<file path="src/rtl/pixel_pkg.sv">
// Shared types and constants for the WS2812-class pixel stream driver.
package pixel_pkg;

    typedef enum logic [1:0] {
        StIdle,
        StShift,
        StLatch
    } state_e;

    // WS2812 timing at a 16 MHz clock, in clk cycles.
    localparam int unsigned WsT0H    = 6;
    localparam int unsigned WsT1H    = 13;
    localparam int unsigned WsTbit   = 20;
    localparam int unsigned WsTreset = 800;

    // Pixel widths for the common strip flavours.
    localparam int unsigned PixRgb  = 24;
    localparam int unsigned PixRgbw = 32;

    // Counter width able to hold 0..n-1, never narrower than one bit.
    function automatic int unsigned cnt_width(input int unsigned n);
        return (n > 1) ? $clog2(n) : 1;
    endfunction

endpackage

</file>
<file path="src/rtl/pixel_stream_driver_if.sv">
// Ready/valid pixel stream from the pixel source into the driver.
interface pixel_stream_driver_if #(
    parameter int unsigned PIX_BITS = 24
) ();

    logic [PIX_BITS-1:0] pix_data;
    logic                pix_last;
    logic                pix_valid;
    logic                pix_ready;

    modport master (
        output pix_data,
        output pix_last,
        output pix_valid,
        input  pix_ready
    );

    modport slave (
        input  pix_data,
        input  pix_last,
        input  pix_valid,
        output pix_ready
    );

endinterface

</file>
<file path="src/rtl/pixel_fifo.sv">
// Synchronous show-ahead FIFO: the head entry is visible on rdata_o while not empty.
module pixel_fifo
    import pixel_pkg::*;
#(
    parameter int unsigned WIDTH = 25,
    parameter int unsigned DEPTH = 16
) (
    input  logic                       clk_i,
    input  logic                       reset_i,
    input  logic                       push_i,
    input  logic [WIDTH-1:0]           wdata_i,
    input  logic                       pop_i,
    output logic [WIDTH-1:0]           rdata_o,
    output logic                       full_o,
    output logic                       empty_o,
    output logic [$clog2(DEPTH+1)-1:0] level_o
);

    localparam int unsigned PtrW = cnt_width(DEPTH);
    localparam int unsigned LvlW = $clog2(DEPTH + 1);

    logic [WIDTH-1:0] mem_q [DEPTH];
    logic [PtrW-1:0]  wr_ptr_q;
    logic [PtrW-1:0]  rd_ptr_q;
    logic [LvlW-1:0]  level_q;
    logic             do_push;
    logic             do_pop;

    assign full_o  = (level_q == LvlW'(DEPTH));
    assign empty_o = (level_q == '0);
    assign level_o = level_q;
    assign rdata_o = mem_q[rd_ptr_q];

    // Overflowing pushes and underflowing pops are ignored.
    assign do_push = push_i && !full_o;
    assign do_pop  = pop_i && !empty_o;

    // Storage array; no reset so it maps onto plain registers or RAM.
    always_ff @(posedge clk_i) begin
        if (do_push) begin
            mem_q[wr_ptr_q] <= wdata_i;
        end
    end

    // Pointers and occupancy; DEPTH is a power of 2 so pointers wrap naturally.
    always_ff @(posedge clk_i) begin
        if (reset_i) begin
            wr_ptr_q <= '0;
            rd_ptr_q <= '0;
            level_q  <= '0;
        end else begin
            if (do_push) begin
                wr_ptr_q <= wr_ptr_q + PtrW'(1);
            end
            if (do_pop) begin
                rd_ptr_q <= rd_ptr_q + PtrW'(1);
            end
            if (do_push && !do_pop) begin
                level_q <= level_q + LvlW'(1);
            end else if (do_pop && !do_push) begin
                level_q <= level_q - LvlW'(1);
            end
        end
    end

endmodule

</file>
<file path="src/rtl/pixel_stream_driver.sv">
// WS2812-class serial LED driver: pixel FIFO feeding a PWM bit serializer with auto-latch.
module pixel_stream_driver
    import pixel_pkg::*;
#(
    parameter int unsigned PIX_BITS   = PixRgb,
    parameter int unsigned T0H        = WsT0H,
    parameter int unsigned T1H        = WsT1H,
    parameter int unsigned TBIT       = WsTbit,
    parameter int unsigned TRESET     = WsTreset,
    parameter int unsigned FIFO_DEPTH = 16
) (
    input  logic                              clk,
    input  logic                              reset,
    pixel_stream_driver_if.slave              pix_if,
    output logic                              data_out,
    output logic                              busy,
    output logic [$clog2(FIFO_DEPTH+1)-1:0]   fifo_level,
    output logic                              underrun,
    output logic                              frame_done
);

    localparam int unsigned TickW = cnt_width(TBIT);
    localparam int unsigned BitW  = cnt_width(PIX_BITS);
    localparam int unsigned LatW  = cnt_width(TRESET);

    localparam logic [TickW-1:0] TickLast = TickW'(TBIT - 1);
    localparam logic [BitW-1:0]  BitLast  = BitW'(PIX_BITS - 1);
    localparam logic [LatW-1:0]  LatLast  = LatW'(TRESET - 1);

    if (!(T0H >= 1 && T0H < T1H && T1H < TBIT)) begin : g_bad_timing
        $fatal(1, "pixel_stream_driver: need 1 <= T0H < T1H < TBIT");
    end
    if (FIFO_DEPTH < 2 || (FIFO_DEPTH & (FIFO_DEPTH - 1)) != 0) begin : g_bad_depth
        $fatal(1, "pixel_stream_driver: FIFO_DEPTH must be a power of 2, at least 2");
    end

    state_e              state_q;
    logic [TickW-1:0]    tick_q;
    logic [BitW-1:0]     bit_cnt_q;
    logic [LatW-1:0]     latch_cnt_q;
    logic [PIX_BITS-1:0] shreg_q;
    logic                cur_last_q;
    logic                data_out_q;
    logic                busy_q;
    logic                underrun_q;
    logic                frame_done_q;

    logic [PIX_BITS:0]   fifo_head;
    logic [PIX_BITS-1:0] head_data;
    logic                head_last;
    logic                fifo_full;
    logic                fifo_empty;
    logic                pop;
    logic                tick_last;
    logic [TickW-1:0]    tick_nxt;
    logic [TickW-1:0]    high_len;

    pixel_fifo #(
        .WIDTH (PIX_BITS + 1),
        .DEPTH (FIFO_DEPTH)
    ) u_fifo (
        .clk_i   (clk),
        .reset_i (reset),
        .push_i  (pix_if.pix_valid),
        .wdata_i ({pix_if.pix_last, pix_if.pix_data}),
        .pop_i   (pop),
        .rdata_o (fifo_head),
        .full_o  (fifo_full),
        .empty_o (fifo_empty),
        .level_o (fifo_level)
    );

    // Ready follows registered occupancy only, so it never depends on a same-cycle pop.
    assign pix_if.pix_ready = !fifo_full;

    assign head_last  = fifo_head[PIX_BITS];
    assign head_data  = fifo_head[PIX_BITS-1:0];
    assign tick_last  = (tick_q == TickLast);
    assign tick_nxt   = tick_q + TickW'(1);
    assign high_len   = shreg_q[PIX_BITS-1] ? TickW'(T1H) : TickW'(T0H);

    assign data_out   = data_out_q;
    assign busy       = busy_q;
    assign underrun   = underrun_q;
    assign frame_done = frame_done_q;

    // Pop the FIFO head when idle, or at the end of a non-last pixel to chain without a gap.
    always_comb begin
        pop = 1'b0;
        unique case (state_q)
            StIdle:  pop = !fifo_empty;
            StShift: pop = tick_last && (bit_cnt_q == '0) && !cur_last_q && !fifo_empty;
            default: pop = 1'b0;
        endcase
    end

    // Serializer FSM; data_out is computed for the tick about to start so it stays registered.
    always_ff @(posedge clk) begin
        if (reset) begin
            state_q      <= StIdle;
            tick_q       <= '0;
            bit_cnt_q    <= '0;
            latch_cnt_q  <= '0;
            shreg_q      <= '0;
            cur_last_q   <= 1'b0;
            data_out_q   <= 1'b0;
            busy_q       <= 1'b0;
            underrun_q   <= 1'b0;
            frame_done_q <= 1'b0;
        end else begin
            underrun_q   <= 1'b0;
            frame_done_q <= 1'b0;
            unique case (state_q)
                StIdle: begin
                    if (!fifo_empty) begin
                        shreg_q    <= head_data;
                        cur_last_q <= head_last;
                        bit_cnt_q  <= BitLast;
                        tick_q     <= '0;
                        data_out_q <= 1'b1;
                        busy_q     <= 1'b1;
                        state_q    <= StShift;
                    end else begin
                        data_out_q <= 1'b0;
                        busy_q     <= 1'b0;
                    end
                end
                StShift: begin
                    if (!tick_last) begin
                        tick_q     <= tick_nxt;
                        data_out_q <= (tick_nxt < high_len);
                    end else begin
                        tick_q <= '0;
                        if (bit_cnt_q != '0) begin
                            shreg_q    <= {shreg_q[PIX_BITS-2:0], 1'b0};
                            bit_cnt_q  <= bit_cnt_q - BitW'(1);
                            data_out_q <= 1'b1;
                        end else if (cur_last_q) begin
                            latch_cnt_q <= '0;
                            data_out_q  <= 1'b0;
                            state_q     <= StLatch;
                        end else if (!fifo_empty) begin
                            shreg_q    <= head_data;
                            cur_last_q <= head_last;
                            bit_cnt_q  <= BitLast;
                            data_out_q <= 1'b1;
                        end else begin
                            underrun_q <= 1'b1;
                            data_out_q <= 1'b0;
                            busy_q     <= 1'b0;
                            state_q    <= StIdle;
                        end
                    end
                end
                StLatch: begin
                    data_out_q <= 1'b0;
                    if (latch_cnt_q == LatLast) begin
                        frame_done_q <= 1'b1;
                        busy_q       <= 1'b0;
                        state_q      <= StIdle;
                    end else begin
                        latch_cnt_q <= latch_cnt_q + LatW'(1);
                    end
                end
                default: state_q <= StIdle;
            endcase
        end
    end

endmodule

</file>
<file path="src/flat_wrapper.sv">
// flat-port wrapper written by rule: the top's interface ports become plain ports
module pixel_stream_driver_flat import pixel_pkg::*;
#(
    parameter int unsigned PIX_BITS   = PixRgb,
    parameter int unsigned T0H        = WsT0H,
    parameter int unsigned T1H        = WsT1H,
    parameter int unsigned TBIT       = WsTbit,
    parameter int unsigned TRESET     = WsTreset,
    parameter int unsigned FIFO_DEPTH = 16
)
  (clk, reset, data_out, busy, fifo_level, underrun, frame_done, pix_if_pix_data, pix_if_pix_last, pix_if_pix_valid, pix_if_pix_ready);
  pixel_stream_driver_if #(.PIX_BITS(PIX_BITS)) pix_if_i ();
  input  logic clk;
  input  logic reset;
  output logic data_out;
  output logic busy;
  output logic [$clog2(FIFO_DEPTH+1)-1:0] fifo_level;
  output logic underrun;
  output logic frame_done;
  input wire logic [$bits(pix_if_i.pix_data)-1:0] pix_if_pix_data;
  input wire logic [$bits(pix_if_i.pix_last)-1:0] pix_if_pix_last;
  input wire logic [$bits(pix_if_i.pix_valid)-1:0] pix_if_pix_valid;
  output wire logic [$bits(pix_if_i.pix_ready)-1:0] pix_if_pix_ready;
  assign pix_if_i.pix_data = pix_if_pix_data;
  assign pix_if_i.pix_last = pix_if_pix_last;
  assign pix_if_i.pix_valid = pix_if_pix_valid;
  assign pix_if_pix_ready = pix_if_i.pix_ready;
  pixel_stream_driver #(.PIX_BITS(PIX_BITS), .T0H(T0H), .T1H(T1H), .TBIT(TBIT), .TRESET(TRESET), .FIFO_DEPTH(FIFO_DEPTH)) u_core (.clk(clk), .reset(reset), .pix_if(pix_if_i), .data_out(data_out), .busy(busy), .fifo_level(fifo_level), .underrun(underrun), .frame_done(frame_done));
endmodule
</file>
<file path="config.mk">
export PLATFORM = sky130hd
export DESIGN_NAME = pixel_stream_driver_flat
export DESIGN_NICKNAME = d
export VERILOG_FILES = /design/src/rtl/pixel_pkg.sv /design/src/rtl/pixel_stream_driver_if.sv /design/src/rtl/pixel_fifo.sv /design/src/rtl/pixel_stream_driver.sv /design/src/flat_wrapper.sv
export SDC_FILE = /design/constraint.sdc
export NUM_CORES = 1
export LEC_CHECK = 0
export CORE_MARGIN = 5
export CORE_UTILIZATION = 50
export DETAILED_ROUTE_END_ITERATION = 6
export GPL_TIMING_DRIVEN = 0
export HOLD_SLACK_MARGIN = 0.15
export PLACE_DENSITY = 0.73
export SKIP_CTS_REPAIR_TIMING = 1
export SYNTH_ARGS = -nofsm -noshare
export SYNTH_HDL_FRONTEND = slang
export SYNTH_HIERARCHICAL = 1
export SYNTH_SLANG_ARGS = --single-unit
export TNS_END_PERCENT = 5
</file>
<file path="constraint.sdc">
create_clock -name clk -period 4.8 [get_ports clk]
set_input_delay 0.96 -clock clk [delete_from_list [all_inputs] [get_ports clk]]
set_output_delay 0.96 -clock clk [all_outputs]
set_load 0.01 [all_outputs]
</file>
==> results.json, run 1 <==
{
  "drc": 0,
  "internal_power_uw": 7980,
  "crit_top_cell": "inv_1",
  "irDropWorstVdd_uv": 340,
  "ys_seq_area_share_pct": 71.4,
  "synth_edf_count": 400,
  "fin_nets": 1232,
  "dieWidth_um": 204,
  "final_hold_viol_count": 0,
  "status": "finished, final reports clean",
  "multi_input_area_sq_um": 4970,
  "yosys_warnings": 6,
  "synthMuxAreaShare_pct": 12.3,
  "avgSynthCellArea_sq_um": 17.4,
  "finalCritPeriodShare_pct": 86.3,
  "pwr-share-comb_pct": 24.2,
  "grt_antenna_before_repair": 0,
  "switching_share_pct": 28.6,
  "synth_top_family_by_area": "multiplexers",
  "critPathCaptureType": "flip-flop",
  "wl_per_cell_um": 24.0,
  "ys.flop_type": "edfxtp_1",
  "cts_tree": "yes",
  "max_freq_mhz": 241,
  "crit_chain": "or4_1, buf_6, nor2_1, clkbuf_1, inv_1, o21a_1, o21ai_2, ha_1, inv_1, fa_1, nand3_1, a211oi_1, a31oi_1, mux2_2",
  "seqCellArea_sq_um": 13400,
  "async_reset_ff_share_pct": 0,
  "cts_max_level": 2,
  "top_layer": "met4",
  "maxSlewViolCount": 0,
  "ios": 38,
  "min_period_ns": 4.14,
  "stdcell_count": 1695,
  "gp_congestion": 0.827,
  "worst_ep_required_time_ns": 5.27,
  "cts.clk_slew.worst_paths_ns": 0.06,
  "yosysUniqueCellTypes": 67,
  "setup_violations": 0,
  "routedLengthMet1_um": 17100,
  "layout_commonest_cell": "edfxtp_1",
  "syn_area_sq_um": 18700,
  "clock_power_share_pct": 33.2,
  "cts_root_buf": "clkbuf_16",
  "syn-num-nets": 1125,
  "drv_cap": 0,
  "clockBufferDepth": 3,
  "num_antenna_cells": 0,
  "wl_met2_um": 19800,
  "setup_tns_ns": 0,
  "path_max_fanout": 10,
  "worst_pin_slew_ns": 0.919,
  "syn_to_final_growth_pct": 15.2,
  "initialDrtViolationCount": 1149,
  "grt_overflow": 0,
  "grt_usage_pct": 19.9,
  "synth-seq-cells": 468,
  "critPathLaunchType": "flip-flop",
  "n_fill_cell": 2717,
  "most-common-layout-cells": "edfxtp_1 (400), mux4_2 (100), dfxtp_1 (68)",
  "fin_util_pct": 57.8,
  "io_buffers": 37,
  "crit_type": "flip-flop to flip-flop",
  "drive_above_1_share_pct": 19.7,
  "cts_sinks": 468,
  "dr.pass1.iters": 5,
  "synthCells": 1077,
  "switching_power_uw": 3200,
  "dp_cells": 1609,
  "drt-total-wl_um": 40600,
  "relSlewSlack_pct": 38.2,
  "r2r_start": "u_core/u_fifo/level_o[0]",
  "cp.arrival_ns": 4.61,
  "grt_max_degree": 26,
  "vias_per_cell": 6.15,
  "dr_total_vias": 10400,
  "place_hpwl_um": 25600,
  "synthAdderAreaFrac_pct": 1.38,
  "clk-insertion-delay-late_ns": 0.58,
  "rsz0062_at_grt": "no",
  "grt_first_pass_wirelength_um": 63300,
  "cts_buffers": 47,
  "first_global_vias": 10600,
  "pwr_density_cell_nw_per_um2": 518,
  "synth_compound_area_share_pct": 7.05,
  "wl_met3_um": 3110,
  "fin_worst_skew_ns": 0.0203,
  "synthSimpleGateAreaFrac_pct": 4.88,
  "dieArea_sq_um": 41400,
  "power_frac_seq_pct": 42.6,
  "hp-start": "u_core/shreg_q[4]",
  "synthXorXnorAreaFrac_pct": 0.554,
  "leakage_uw": 0.00698,
  "min_path_type": "flip-flop to flip-flop",
  "critPathMaxStageDelay_ns": 0.56,
  "drtAntennaViolNets": 0,
  "start_util_pct": 50.2,
  "slowest_stage": "or4_1",
  "fp.dieH_um": 204,
  "num_rows": 71,
  "core_sq_um": 37300,
  "crit_path_start": "u_core/u_fifo/level_o[0]"
}
metrics by stage:
stage | worst slack (ns) | hold slack, ns | area [sq um] | total power, uW
3_3_place_gp | -2.42 | 0.452 | 19700 | 7440
4_1_cts | 0.719 | 0.471 | 21600 | 11200
6_report | 0.659 | 0.470 | 21600 | 11200
3_5_place_dp | 0.756 | 0.460 | 20000 | 7530
5_1_grt | 0.453 | 0.491 | 21600 | 11700
2_1_floorplan | 0.861 | 0.438 | 18700 | 6720
critical path, delay by kind of cell, from the launching register on:
kind	cells	cell delay, ns
buffers and inverters	4	0.99
and+or+nand+nor	3	0.94
muxes	1	0.35
DFF	1	0.37
AOI/OAI and AO/OA	4	0.69
adders and majority gates	2	0.68
power groups by stage:
stage	combinational [uW]	clock, uW	sequential (uW)
global placement	2590	0	4850
floorplan	1890	0	4830
finish	2710	3710	4760
global route	2940	3960	4780
detailed placement	2690	0	4840
CTS	2700	3780	4760
cells in the mapped netlist, types with 4 or more instances:
cell | n | share of area (%)
nor4_1 | 8 | 0.27
nand3_1 | 11 | 0.29
xor2_1 | 6 | 0.28
nand4_1 | 4 | 0.13
or3_1 | 6 | 0.20
a22oi_1 | 52 | 2.1
dfxtp_1 | 68 | 7.3
nor3_1 | 4 | 0.11
a21oi_1 | 8 | 0.21
and4_1 | 5 | 0.23
o31ai_1 | 6 | 0.24
or4_1 | 6 | 0.24
mux2i_1 | 5 | 0.27
a21boi_1 | 7 | 0.28
inv_1 | 41 | 0.82
and2_1 | 11 | 0.37
o21ai_0 | 54 | 1.4
nand2_1 | 41 | 0.82
a31oi_1 | 6 | 0.20
ha_1 | 19 | 1.3
nor2_1 | 56 | 1.1
buf_2 | 16 | 0.43
edfxtp_1 | 400 | 64
a221oi_1 | 24 | 1.1
clkbuf_1 | 44 | 0.88
a211oi_1 | 4 | 0.16
xnor2_1 | 4 | 0.19
mux4_2 | 100 | 12
worst paths after layout:
path	end	slack [ns]	depth (start not counted)
setup / recovery	u_core/u_fifo/level_o[4]	0.66	14
hold / removal	u_core/shreg_q[4]	0.47	2
setup reg to reg	u_core/u_fifo/level_o[4]	0.66	14
hold reg to reg	u_core/shreg_q[4]	0.47	2
area by class of cell:
cell class                 instances  share of cell area [%]
inverter                          42                   0.742
multi-input combinational        500                    23.0
clock buffer                      65                    6.09
timing repair buffer              58                    2.78
buffer                            67                    1.34
clock inverter                    21                    1.28
tap                              474                    2.75
sequential                       468                    62.0
registers in the layout (all words and copies together), names as in the netlist, 2 cells and up, named ones only:
| register | cells |
|---|---|
| u_core/shreg_q | 24 |
| u_core/state_q | 2 |
| u_core/tick_q | 5 |
| u_core/latch_cnt_q | 10 |
| u_core/u_fifo/rd_ptr_q | 4 |
| u_core/u_fifo/wr_ptr_q | 4 |
| u_core/u_fifo/mem_q | 400 |
| u_core/u_fifo/level_o | 5 |
| u_core/bit_cnt_q | 5 |
per-layer routing:
metal / up-vias / track usage (%)
li1: 4563 / -
met1: 5394 / 28.9
met2: 426 / 31.9
met3: 48 / 3.34
met4: 0 / 4.89
met5: - / 0
kinds of logic (layout without fill, tap and decap cells):
| kind of cell | count (synthesis) | after routing |
|---|---|---|
| AO/OA/AOI/OAI | 188 | 188 |
| XOR/XNOR | 11 | 11 |
| adder cells (fa/ha/maj) | 20 | 20 |
| buffers and inverters | 109 | 253 |
| flip-flops | 468 | 468 |
| multiplexers | 106 | 106 |
| AND/OR/NAND/NOR | 175 | 175 |
(Power assumes the default switching activity.)
==> run 2, diff against run 1 <==
--- a/config.mk
+++ b/config.mk
@@ -7,6 +7,7 @@
 export LEC_CHECK = 0
 export CORE_MARGIN = 5
 export CORE_UTILIZATION = 50
+export CTS_CLUSTER_DIAMETER = 50
 export DETAILED_ROUTE_END_ITERATION = 6
 export GPL_TIMING_DRIVEN = 0
 export HOLD_SLACK_MARGIN = 0.15
==> run 2 against run 1 <==
Design area fell by 0.34%. Sequential share of layout area rose by 0.21 points. Power fell by 1.1%. Clock skew fell by 0.0054 ns. Hold slack got worse by 0.00073 ns. Clock power fell by 4%. Via count rose by 0.69%. Largest cell class unchanged. Highest routed layer unchanged.
==> results.json, run 2 (synthesis results as in run 1) <==
{
  "drive_above_1_share_pct": 19.5,
  "largest_register": "u_core/u_fifo/mem_q",
  "fin_nets": 1234,
  "leakage_uw": 0.00694,
  "place_hpwl_um": 25600,
  "cts.clk_slew.worst_paths_ns": 0.06,
  "dp_cells": 1609,
  "path_max_fanout": 10,
  "dieArea_sq_um": 41400,
  "drtAntennaViolNets": 0,
  "dr_total_vias": 10500,
  "n_fill_cell": 2757,
  "rsz0062_at_grt": "no",
  "critPathBufInv": 4,
  "vias_per_cell": 6.19,
  "max_freq_mhz": 240,
  "drv_cap": 0,
  "syn_to_final_growth_pct": 14.8,
  "gp_congestion": 0.827,
  "status": "finished, final reports clean",
  "cp_top_family": "buffers and inverters",
  "drt-total-wl_um": 41300,
  "multi_input_area_sq_um": 4970,
  "grt_first_pass_wirelength_um": 63700,
  "cts_tree": "yes",
  "ios": 38,
  "most-common-layout-cells": "edfxtp_1 (400), mux4_2 (100), dfxtp_1 (68)",
  "critPathLaunchType": "flip-flop",
  "largest_register_ffs": 400,
  "cts_max_level": 2,
  "stdcell_count": 1698,
  "dr.pass1.iters": 5,
  "drc": 0,
  "num_rows": 71,
  "grt_overflow": 0,
  "layout_commonest_cell": "edfxtp_1",
  "wl_per_cell_um": 24.3,
  "fin_worst_skew_ns": 0.0149,
  "grt_max_degree": 26,
  "core_sq_um": 37300,
  "critPathMaxStageDelay_ns": 0.56,
  "irDropWorstVdd_uv": 389,
  "slowest_stage": "or4_1",
  "fp.dieH_um": 204,
  "min_path_type": "flip-flop to flip-flop",
  "clockBufferDepth": 3,
  "finalCritPeriodShare_pct": 87.0,
  "cp.arrival_ns": 4.65,
  "maxSlewViolCount": 0,
  "crit_type": "flip-flop to flip-flop",
  "setup_violations": 0,
  "dieWidth_um": 204,
  "crit_chain": "or4_1, buf_6, nor2_1, clkbuf_1, inv_1, o21a_1, o21ai_2, ha_1, inv_1, fa_1, nand3_1, a211oi_1, a31oi_1, mux2_2",
  "io_buffers": 37,
  "clk-insertion-delay-late_ns": 0.59,
  "final_hold_viol_count": 0,
  "relSlewSlack_pct": 38.1,
  "min_period_ns": 4.18,
  "grt_antenna_before_repair": 0,
  "worst_pin_slew_ns": 0.920,
  "first_global_vias": 10700,
  "pwr_density_cell_nw_per_um2": 514,
  "seqCellArea_sq_um": 13400,
  "crit_top_cell": "inv_1",
  "start_util_pct": 50.2,
  "initialDrtViolationCount": 1187,
  "worst_ep_required_time_ns": 5.28,
  "reg_top3": "u_core/u_fifo/mem_q x400, u_core/shreg_q x24, u_core/latch_cnt_q x10",
  "cts_buffers": 49,
  "critPathCaptureType": "flip-flop",
  "setup_tns_ns": 0,
  "num_antenna_cells": 0,
  "cts_root_buf": "clkbuf_16",
  "grt_usage_pct": 20.2,
  "cts_sinks": 468
}
## run 2: cell types whose count changed in the layout (fill, tap and decap cells not counted), moves of 2 or more
cell	delta
clkinv_1	+9
clkbuf_1	-5
bufinv_16	-4
inv_6	+4
clkbuf_16	+3
clkbuf_8	-3
clkinv_2	-3
inv_8	+2
## run 2: final cells by class
class / count / area share (%)
plain buffers: 67 / 1.35
clock buffers: 60 / 6.18
clock inverters: 29 / 0.873
inverters: 42 / 0.745
multi-input cells: 500 / 23.1
flip-flops and latches: 468 / 62.2
well taps: 474 / 2.76
repair buffers: 58 / 2.79
## run 2: report_power, final
part	internal, uW	switching [uW]	total (uW)
clock network	2030	1550	3580
registers	4640	121	4760
logic	1140	1580	2710
## run 2: worst paths after layout
path / start / depth (start not counted) / to / slack [ns]
setup / recovery: u_core/u_fifo/level_o[0] / 14 / u_core/u_fifo/level_o[4] / 0.62
setup reg to reg: u_core/u_fifo/level_o[0] / 14 / u_core/u_fifo/level_o[4] / 0.62
hold / removal: u_core/shreg_q[3] / 2 / u_core/shreg_q[3] / 0.47
hold reg to reg: u_core/shreg_q[3] / 2 / u_core/shreg_q[3] / 0.47
## run 2: through the flow
| stage | power, uW | instance area (sq um) | util (%) | worst slack (ns) | hold slack (ns) |
|---|---|---|---|---|---|
| after floorplan | 6720 | 18700 | - | 0.861 | 0.438 |
| after global placement | 7440 | 19700 | 52.8 | -2.42 | 0.452 |
| after detailed placement | 7530 | 20000 | 53.6 | 0.756 | 0.460 |
| after CTS | 11100 | 21500 | 57.6 | 0.690 | 0.471 |
| after global routing | 11600 | 21500 | 57.6 | 0.465 | 0.491 |
| final | 11100 | 21500 | 57.6 | 0.625 | 0.469 |
## run 2: tightest hold or removal path: stages (launching register included)
cell and delay [ns]:
dfxtp_1 0.31, inv_1 0.05, a221oi_1 0.06
## run 2: layer usage
layer	vias to the layer above	part of all wire, %	global-route usage [%]
li1	4570	-	-
met1	5432	41	28.5
met2	440	48	32.1
met3	61	8.6	4.82
met4	0	1.9	5.32
met5	-	0	0
